===== src/rtl/cpu_pkg.sv =====
// Shared encodings for the MIPS-subset CPU: opcodes, functs, ALU ops, mux selects
// and the control bundle driven by the main decoder.
package cpu_pkg;

    localparam logic [5:0] OP_RTYPE = 6'b000000;
    localparam logic [5:0] OP_J     = 6'b000010;
    localparam logic [5:0] OP_JAL   = 6'b000011;
    localparam logic [5:0] OP_BEQ   = 6'b000100;
    localparam logic [5:0] OP_BNE   = 6'b000101;
    localparam logic [5:0] OP_ADDI  = 6'b001000;
    localparam logic [5:0] OP_SLTI  = 6'b001010;
    localparam logic [5:0] OP_ANDI  = 6'b001100;
    localparam logic [5:0] OP_ORI   = 6'b001101;
    localparam logic [5:0] OP_XORI  = 6'b001110;
    localparam logic [5:0] OP_LUI   = 6'b001111;
    localparam logic [5:0] OP_LW    = 6'b100011;
    localparam logic [5:0] OP_SW    = 6'b101011;

    localparam logic [5:0] FN_SLL   = 6'b000000;
    localparam logic [5:0] FN_SRL   = 6'b000010;
    localparam logic [5:0] FN_SRA   = 6'b000011;
    localparam logic [5:0] FN_JR    = 6'b001000;
    localparam logic [5:0] FN_ADD   = 6'b100000;
    localparam logic [5:0] FN_SUB   = 6'b100010;
    localparam logic [5:0] FN_AND   = 6'b100100;
    localparam logic [5:0] FN_OR    = 6'b100101;
    localparam logic [5:0] FN_XOR   = 6'b100110;
    localparam logic [5:0] FN_NOR   = 6'b100111;
    localparam logic [5:0] FN_SLT   = 6'b101010;

    typedef enum logic [3:0] {
        ALU_ADD = 4'b0000,
        ALU_SUB = 4'b0001,
        ALU_AND = 4'b0010,
        ALU_OR  = 4'b0011,
        ALU_XOR = 4'b0100,
        ALU_NOR = 4'b0101,
        ALU_SLT = 4'b0110,
        ALU_SLL = 4'b0111,
        ALU_SRL = 4'b1000,
        ALU_SRA = 4'b1001,
        ALU_LUI = 4'b1010
    } alu_op_e;

    typedef enum logic [1:0] {
        DW_ALU  = 2'b00,
        DW_MEM  = 2'b01,
        DW_PC4  = 2'b10,
        DW_RSVD = 2'b11
    } dw_sel_e;

    typedef enum logic [1:0] {
        RW_RT   = 2'b00,
        RW_RD   = 2'b01,
        RW_RA   = 2'b10,
        RW_RSVD = 2'b11
    } rw_sel_e;

    typedef enum logic [1:0] {
        NPC_SEQ    = 2'b00,
        NPC_BRANCH = 2'b01,
        NPC_JUMP   = 2'b10,
        NPC_RS     = 2'b11
    } npc_sel_e;

    typedef struct packed {
        logic     seu_en;
        logic     alu_src_b;
        alu_op_e  alu_op;
        dw_sel_e  dw_sel;
        rw_sel_e  rw_sel;
        logic     rf_wr_en;
        logic     dm_wr;
        logic     dm_rd;
        npc_sel_e next_pc_sel;
    } ctrl_t;

    localparam ctrl_t CTRL_NOP = '{
        seu_en:      1'b0,
        alu_src_b:   1'b0,
        alu_op:      ALU_ADD,
        dw_sel:      DW_ALU,
        rw_sel:      RW_RT,
        rf_wr_en:    1'b0,
        dm_wr:       1'b0,
        dm_rd:       1'b0,
        next_pc_sel: NPC_SEQ
    };

endpackage


===== src/rtl/control_unit.sv =====
// Main decoder: combinational opcode/funct/zero decode, held at the NOP vector
// until the first clock edge after reset release.
module control_unit
    import cpu_pkg::*;
(
    input  logic       clk,
    input  logic       rst_n,
    input  logic [5:0] opcode,
    input  logic [5:0] funct,
    input  logic       zero,
    output logic       seu_en,
    output logic       alu_src_b,
    output logic [3:0] alu_op,
    output logic [1:0] dw_sel,
    output logic [1:0] rw_sel,
    output logic       rf_wr_en,
    output logic       dm_wr,
    output logic       dm_rd,
    output logic [1:0] next_pc_sel
);

    logic  run_q;
    logic  run_d;
    ctrl_t ctrl_s;

    assign run_d = 1'b1;

    // Run flag: cleared asynchronously, set by the first edge out of reset
    always_ff @(posedge clk or negedge rst_n) begin
        if (!rst_n) begin
            run_q <= 1'b0;
        end else begin
            run_q <= run_d;
        end
    end

    // Instruction decode; anything unrecognised falls back to the NOP vector
    always_comb begin
        ctrl_s = CTRL_NOP;
        if (run_q) begin
            case (opcode)
                OP_RTYPE: begin
                    ctrl_s.rw_sel   = RW_RD;
                    ctrl_s.rf_wr_en = 1'b1;
                    case (funct)
                        FN_ADD:  ctrl_s.alu_op = ALU_ADD;
                        FN_SUB:  ctrl_s.alu_op = ALU_SUB;
                        FN_AND:  ctrl_s.alu_op = ALU_AND;
                        FN_OR:   ctrl_s.alu_op = ALU_OR;
                        FN_XOR:  ctrl_s.alu_op = ALU_XOR;
                        FN_NOR:  ctrl_s.alu_op = ALU_NOR;
                        FN_SLT:  ctrl_s.alu_op = ALU_SLT;
                        FN_SLL:  ctrl_s.alu_op = ALU_SLL;
                        FN_SRL:  ctrl_s.alu_op = ALU_SRL;
                        FN_SRA:  ctrl_s.alu_op = ALU_SRA;
                        FN_JR: begin
                            ctrl_s.rf_wr_en    = 1'b0;
                            ctrl_s.next_pc_sel = NPC_RS;
                        end
                        default: ctrl_s = CTRL_NOP;
                    endcase
                end
                OP_ADDI, OP_SLTI, OP_ANDI, OP_ORI, OP_XORI, OP_LUI: begin
                    ctrl_s.alu_src_b = 1'b1;
                    ctrl_s.rf_wr_en  = 1'b1;
                    ctrl_s.seu_en    = (opcode == OP_ADDI) || (opcode == OP_SLTI);
                    case (opcode)
                        OP_SLTI: ctrl_s.alu_op = ALU_SLT;
                        OP_ANDI: ctrl_s.alu_op = ALU_AND;
                        OP_ORI:  ctrl_s.alu_op = ALU_OR;
                        OP_XORI: ctrl_s.alu_op = ALU_XOR;
                        OP_LUI:  ctrl_s.alu_op = ALU_LUI;
                        default: ctrl_s.alu_op = ALU_ADD;
                    endcase
                end
                OP_LW: begin
                    ctrl_s.seu_en    = 1'b1;
                    ctrl_s.alu_src_b = 1'b1;
                    ctrl_s.dm_rd     = 1'b1;
                    ctrl_s.dw_sel    = DW_MEM;
                    ctrl_s.rf_wr_en  = 1'b1;
                end
                OP_SW: begin
                    ctrl_s.seu_en    = 1'b1;
                    ctrl_s.alu_src_b = 1'b1;
                    ctrl_s.dm_wr     = 1'b1;
                end
                // Branch resolution is the only place zero reaches the outputs
                OP_BEQ, OP_BNE: begin
                    ctrl_s.seu_en = 1'b1;
                    ctrl_s.alu_op = ALU_SUB;
                    if ((opcode == OP_BEQ) ? zero : !zero) begin
                        ctrl_s.next_pc_sel = NPC_BRANCH;
                    end else begin
                        ctrl_s.next_pc_sel = NPC_SEQ;
                    end
                end
                OP_J: begin
                    ctrl_s.next_pc_sel = NPC_JUMP;
                end
                OP_JAL: begin
                    ctrl_s.next_pc_sel = NPC_JUMP;
                    ctrl_s.rf_wr_en    = 1'b1;
                    ctrl_s.rw_sel      = RW_RA;
                    ctrl_s.dw_sel      = DW_PC4;
                end
                default: ctrl_s = CTRL_NOP;
            endcase
        end else begin
            ctrl_s = CTRL_NOP;
        end
    end

    assign seu_en      = ctrl_s.seu_en;
    assign alu_src_b   = ctrl_s.alu_src_b;
    assign alu_op      = ctrl_s.alu_op;
    assign dw_sel      = ctrl_s.dw_sel;
    assign rw_sel      = ctrl_s.rw_sel;
    assign rf_wr_en    = ctrl_s.rf_wr_en;
    assign dm_wr       = ctrl_s.dm_wr;
    assign dm_rd       = ctrl_s.dm_rd;
    assign next_pc_sel = ctrl_s.next_pc_sel;

endmodule


===== config.mk =====
export PLATFORM = sky130hd
export DESIGN_NAME = control_unit
export DESIGN_NICKNAME = d
export VERILOG_FILES = /design/src/rtl/cpu_pkg.sv /design/src/rtl/control_unit.sv
export SDC_FILE = /design/constraint.sdc
export NUM_CORES = 1
export LEC_CHECK = 0
export ABC_AREA = 1
export BUFFER_PORTS_ARGS = -buffer_cell sky130_fd_sc_hd__buf_2
export CAP_MARGIN = 20
export CORE_UTILIZATION = 44
export DETAILED_ROUTE_END_ITERATION = 16
export GPL_TIMING_DRIVEN = 0
export PLACE_DENSITY_LB_ADDON = 0.12
export SETUP_SLACK_MARGIN = 0.4
export SYNTH_ARGS = -nofsm -noshare
export SYNTH_HDL_FRONTEND = slang
export SYNTH_SLANG_ARGS = --single-unit

===== constraint.sdc =====
create_clock -name clk -period 1 [get_ports clk]
set_input_delay 0.1 -clock clk [delete_from_list [all_inputs] [get_ports clk]]
set_output_delay 0.1 -clock clk [all_outputs]
set_load 0.005 [all_outputs]

==> results of run 1 <==
-- cell families after synthesis --
group	count (synthesis)	synth area share, %
flops	1	4.37
compound gates	14	14.0
other cells	1	0.654
simple gates	77	63.3
buf+inv	24	17.7
-- stage by stage --
stage	area [um^2]	utilization, %	hold WS (ps)	std cells	worst slack (ps)
4_1_cts	1030	89.1	416	169	-87.3
3_5_place_dp	771	66.7	-123	159	-216
3_3_place_gp	771	66.7	-124	159	-212
2_1_floorplan	613	-	-196	117	64.6
-- timing repair --
action | in CTS
pin swaps | 17
hold buffers | 1
hold endpoints to repair | 1
resized for setup | 56
setup buffers | 8
gates cloned | 1
endpoints found under the setup margin | 15
==> flow_summary.yaml, run 1 <==
status:
  run_status: "aborted with a tool error"
  last-stage-reached: "global routing"
  stop_error: "[ERROR DPL-0038] Utilization greater than 100%, impossible to legalize"
sta:
  grt_repair_worst_endpoint: "rf_wr_en"
  worst_endpoint_kind: "top-level output"
die:
  ios: 30
  chipHeight_um: 38.1
  x_dimension_of_the_die_um: 38.1
  floorplan.initialDensity_pct: 49.6
  std_cell_rows: 12
synth:
  syn_inst: 117
  primary_ff_master_synth: "dfrtp_1"
  synth_enable_flop_cells: 0
  synth_area_leader_cell: "nand3_1"
  syn_nets: 132
  synth.distinct_cells: 18
  synth_top_cell_area_share_pct: 17.5
  seq_area_frac_synth_pct: 4.37
  synth_warnings: 0
  synth.top_cells.by_area: "nand3_1, nand2_1, inv_1"
  synth.most_common_cell: "nand2_1"
  avgSynthCellArea_um2: 4.90
  synthesis.area_um2: 573
  postSynth.asyncResetShare_pct: 100
  flip_flop_and_latch_count_after_synthesis: 1
  yosys-top-cells-count: "nand2_1, nand3_1, inv_1, nor2_1, o21ai_0"
global_route:
  largest_net_degree_at_the_start_of_global_routing: 10
place:
  hpwlAfterDp_mm: 1.26
  io_buffers: 28
  gpl.final_weighted_congestion: 0.914
==> inputs of run 2 (changes only) <==
--- a/config.mk
+++ b/config.mk
@@ -8,11 +8,11 @@
 export ABC_AREA = 1
 export BUFFER_PORTS_ARGS = -buffer_cell sky130_fd_sc_hd__buf_2
 export CAP_MARGIN = 20
-export CORE_UTILIZATION = 44
+export CORE_AREA = 2 2 63 65
 export DETAILED_ROUTE_END_ITERATION = 16
+export DIE_AREA = 0 0 65 67
 export GPL_TIMING_DRIVEN = 0
-export PLACE_DENSITY_LB_ADDON = 0.12
-export SETUP_SLACK_MARGIN = 0.4
+export PLACE_DENSITY_LB_ADDON = 0.15
 export SYNTH_ARGS = -nofsm -noshare
 export SYNTH_HDL_FRONTEND = slang
 export SYNTH_SLANG_ARGS = --single-unit
==> run 2 against run 1 <==
Compared with the run above:
- the flow now finishes, with violations (negative setup slack)
- synthesized cell count is the same
- synthesized area stayed put
==> flow_summary.yaml, run 2 <==
global_route:
  number_of_antenna_violations_at_the_first_check_in_global_routing: 0
  first_global_vias: 811
  grt_overflow: 0
  wire_length_of_the_first_global_routing_pass_mm: 3.45
  largest_net_degree_at_the_start_of_global_routing: 10
  track_usage_pct: 9.49
synth:
  primary_ff_master_synth: "dfrtp_1"
  synth_area_leader_cell: "nand3_1"
  synth.distinct_cells: 18
  synthesis.area_um2: 573
  synth_enable_flop_cells: 0
  syn_inst: 117
  synth_warnings: 0
  synth_top_cell_area_share_pct: 17.5
  seq_area_frac_synth_pct: 4.37
  syn_nets: 132
  synth.most_common_cell: "nand2_1"
  yosys-top-cells-count: "nand2_1, nand3_1, inv_1, nor2_1, o21ai_0"
  flip_flop_and_latch_count_after_synthesis: 1
  synth.top_cells.by_area: "nand3_1, nand2_1, inv_1"
  avgSynthCellArea_um2: 4.90
  postSynth.asyncResetShare_pct: 100
sta:
  finalHoldWorstSlack_ps: 402
  final-hold-violation-count: 0
  finalWorstSetupSlack_ps: -156
  max_freq_mhz: 865
  report.final.slew_viol_count: 0
  grt_setup_unrepaired: "yes"
  final-setup-viol-count: 9
  layout_min_cycle_time_ps: 1160
  post-route-period-util_pct: 116
die:
  chipHeight_um: 67
  std_cell_rows: 22
  core_region_area_um2: 3610
  x_dimension_of_the_die_um: 65
  ios: 30
  die_area_um2: 4360
  floorplan.initialDensity_pct: 15.9
detailed_routing:
  drt_drc_violations_left: 0
  drt-wirelength-per-cell_um: 10.6
  drt_pre_antenna_iters: 4
  detailed_router_s_first_iteration_violation_count: 9
  detail_route.vias_per_cell: 4.27
  post_route_ant_nets: 0
  drt-total-wl_mm: 2.21
  via_count: 892
status:
  run_status: "complete, but fails checks"
  failed_checks: "negative setup slack"
finish:
  drive_above_1_share_pct: 60.9
  max_flop_register: "run_q"
  finalNonFillerCells: 209
  largest_register_ffs: 1
  antenna-diode-count: 0
  syn2layout_area_growth_pct: 106
  layout_commonest_cell: "buf_2"
  design.final.nets: 178
  biggest_regs: "run_q (1)"
  most-common-layout-cells: "buf_2, nand2_1, nor2_4, nand3_1, buf_4"
worst_setup_path:
  worst_ep_required_time_ps: 900
  crit_type: "reg2out"
  setup.worst_path.start_class: "register"
  cp-end-kind: "output pin"
  critical_path_arrival_ps: 1060
  crit_fanout: 4
  setup.worst_path.start: "run_q$_DFF_PN0_"
pwr:
  cellLeakagePower_uw: 0.000580
  max-vdd-ir-drop_mv: 0.267
  cellPowerDensity_nw_per_um2: 323
  power.total_uw: 381
place:
  place_inst: 193
  dpl_worst_slack_ps: -311
  gpl.final_weighted_congestion: 0.817
  hpwlAfterDp_mm: 1.56
  io_buffers: 28
clocking:
  clk_pin_slew_ps: 0
run:
  max-cap-violations: 0
worst_hold_path:
  hp-class: "in2async"
run 2: cell counts after synthesis:
No cell type changed its count.
run 2: report_power, final:
part	leakage [uW]	switching [uW]	internal [uW]
sequential	0.0000117	2.14	43.3
combinational	0.000568	187	149
clock	0	0	0
run 2: timing repair:
item                                    4_1_cts  5_1_grt
gates resized for setup                      40       56
hold buffers                                  1        0
pin swaps                                    13       26
buffers inserted                              9        6
hold endpoints to repair                      1        0
endpoints found under the setup margin       12       13
cloned                                        1        0
run 2: area by class of cell:
type / count / area [um^2]
Buffer: 2 / 18.8
Fill cell: 390 / 2420
Inverter: 21 / 91.3
Multi-Input combinational cell: 93 / 642
Sequential cell: 1 / 25.0
Tap cell: 48 / 60.1
Timing Repair Buffer: 44 / 344
run 2: routing by layer:
metal | GRT usage [%] | vias to the layer above | routed length, um
li1 | - | 465 | -
met1 | 12.8 | 407 | 1070
met2 | 17.3 | 20 | 1040
met3 | 0.845 | 0 | 94
met4 | 0 | 0 | 0
met5 | 0 | - | 0
run 2: critical path, stage by stage (launching register included):
cell,delay [ps]
dfrtp_1,370
inv_4,60
nor3_2,100
nand4_1,240
o31ai_1,140
buf_2,150
run 2: stage by stage:
stage	util, %	instance area (um^2)	setup TNS, ps
2_1_floorplan	-	573	0
3_3_place_gp	21.4	773	-2120
3_5_place_dp	21.4	773	-1950
4_1_cts	26.6	961	-991
5_1_grt	32.8	1180	-1690
6_report	32.8	1180	-843
run 2: how the worst max path moves through the flow:
| stage | endpoint | slack (ps) | cells past startpoint |
|---|---|---|---|
| after global routing | next_pc_sel[0] | -220 | 5 |
| final | next_pc_sel[0] | -160 | 5 |
| after detailed placement | next_pc_sel[0] | -310 | 5 |
| after global placement | next_pc_sel[0] | -330 | 5 |
| after CTS | next_pc_sel[0] | -150 | 7 |
| after floorplan | next_pc_sel[1] | 30 | 4 |
run 2: cell families after synthesis:
kind of cell | synth area share, %
other | 0.654
flip-flops | 4.37
AO/OA/AOI/OAI | 14.0
AND/OR/NAND/NOR | 63.3
buffers and inverters | 17.7
No activity file was read; power rests on OpenSTA's default activity.
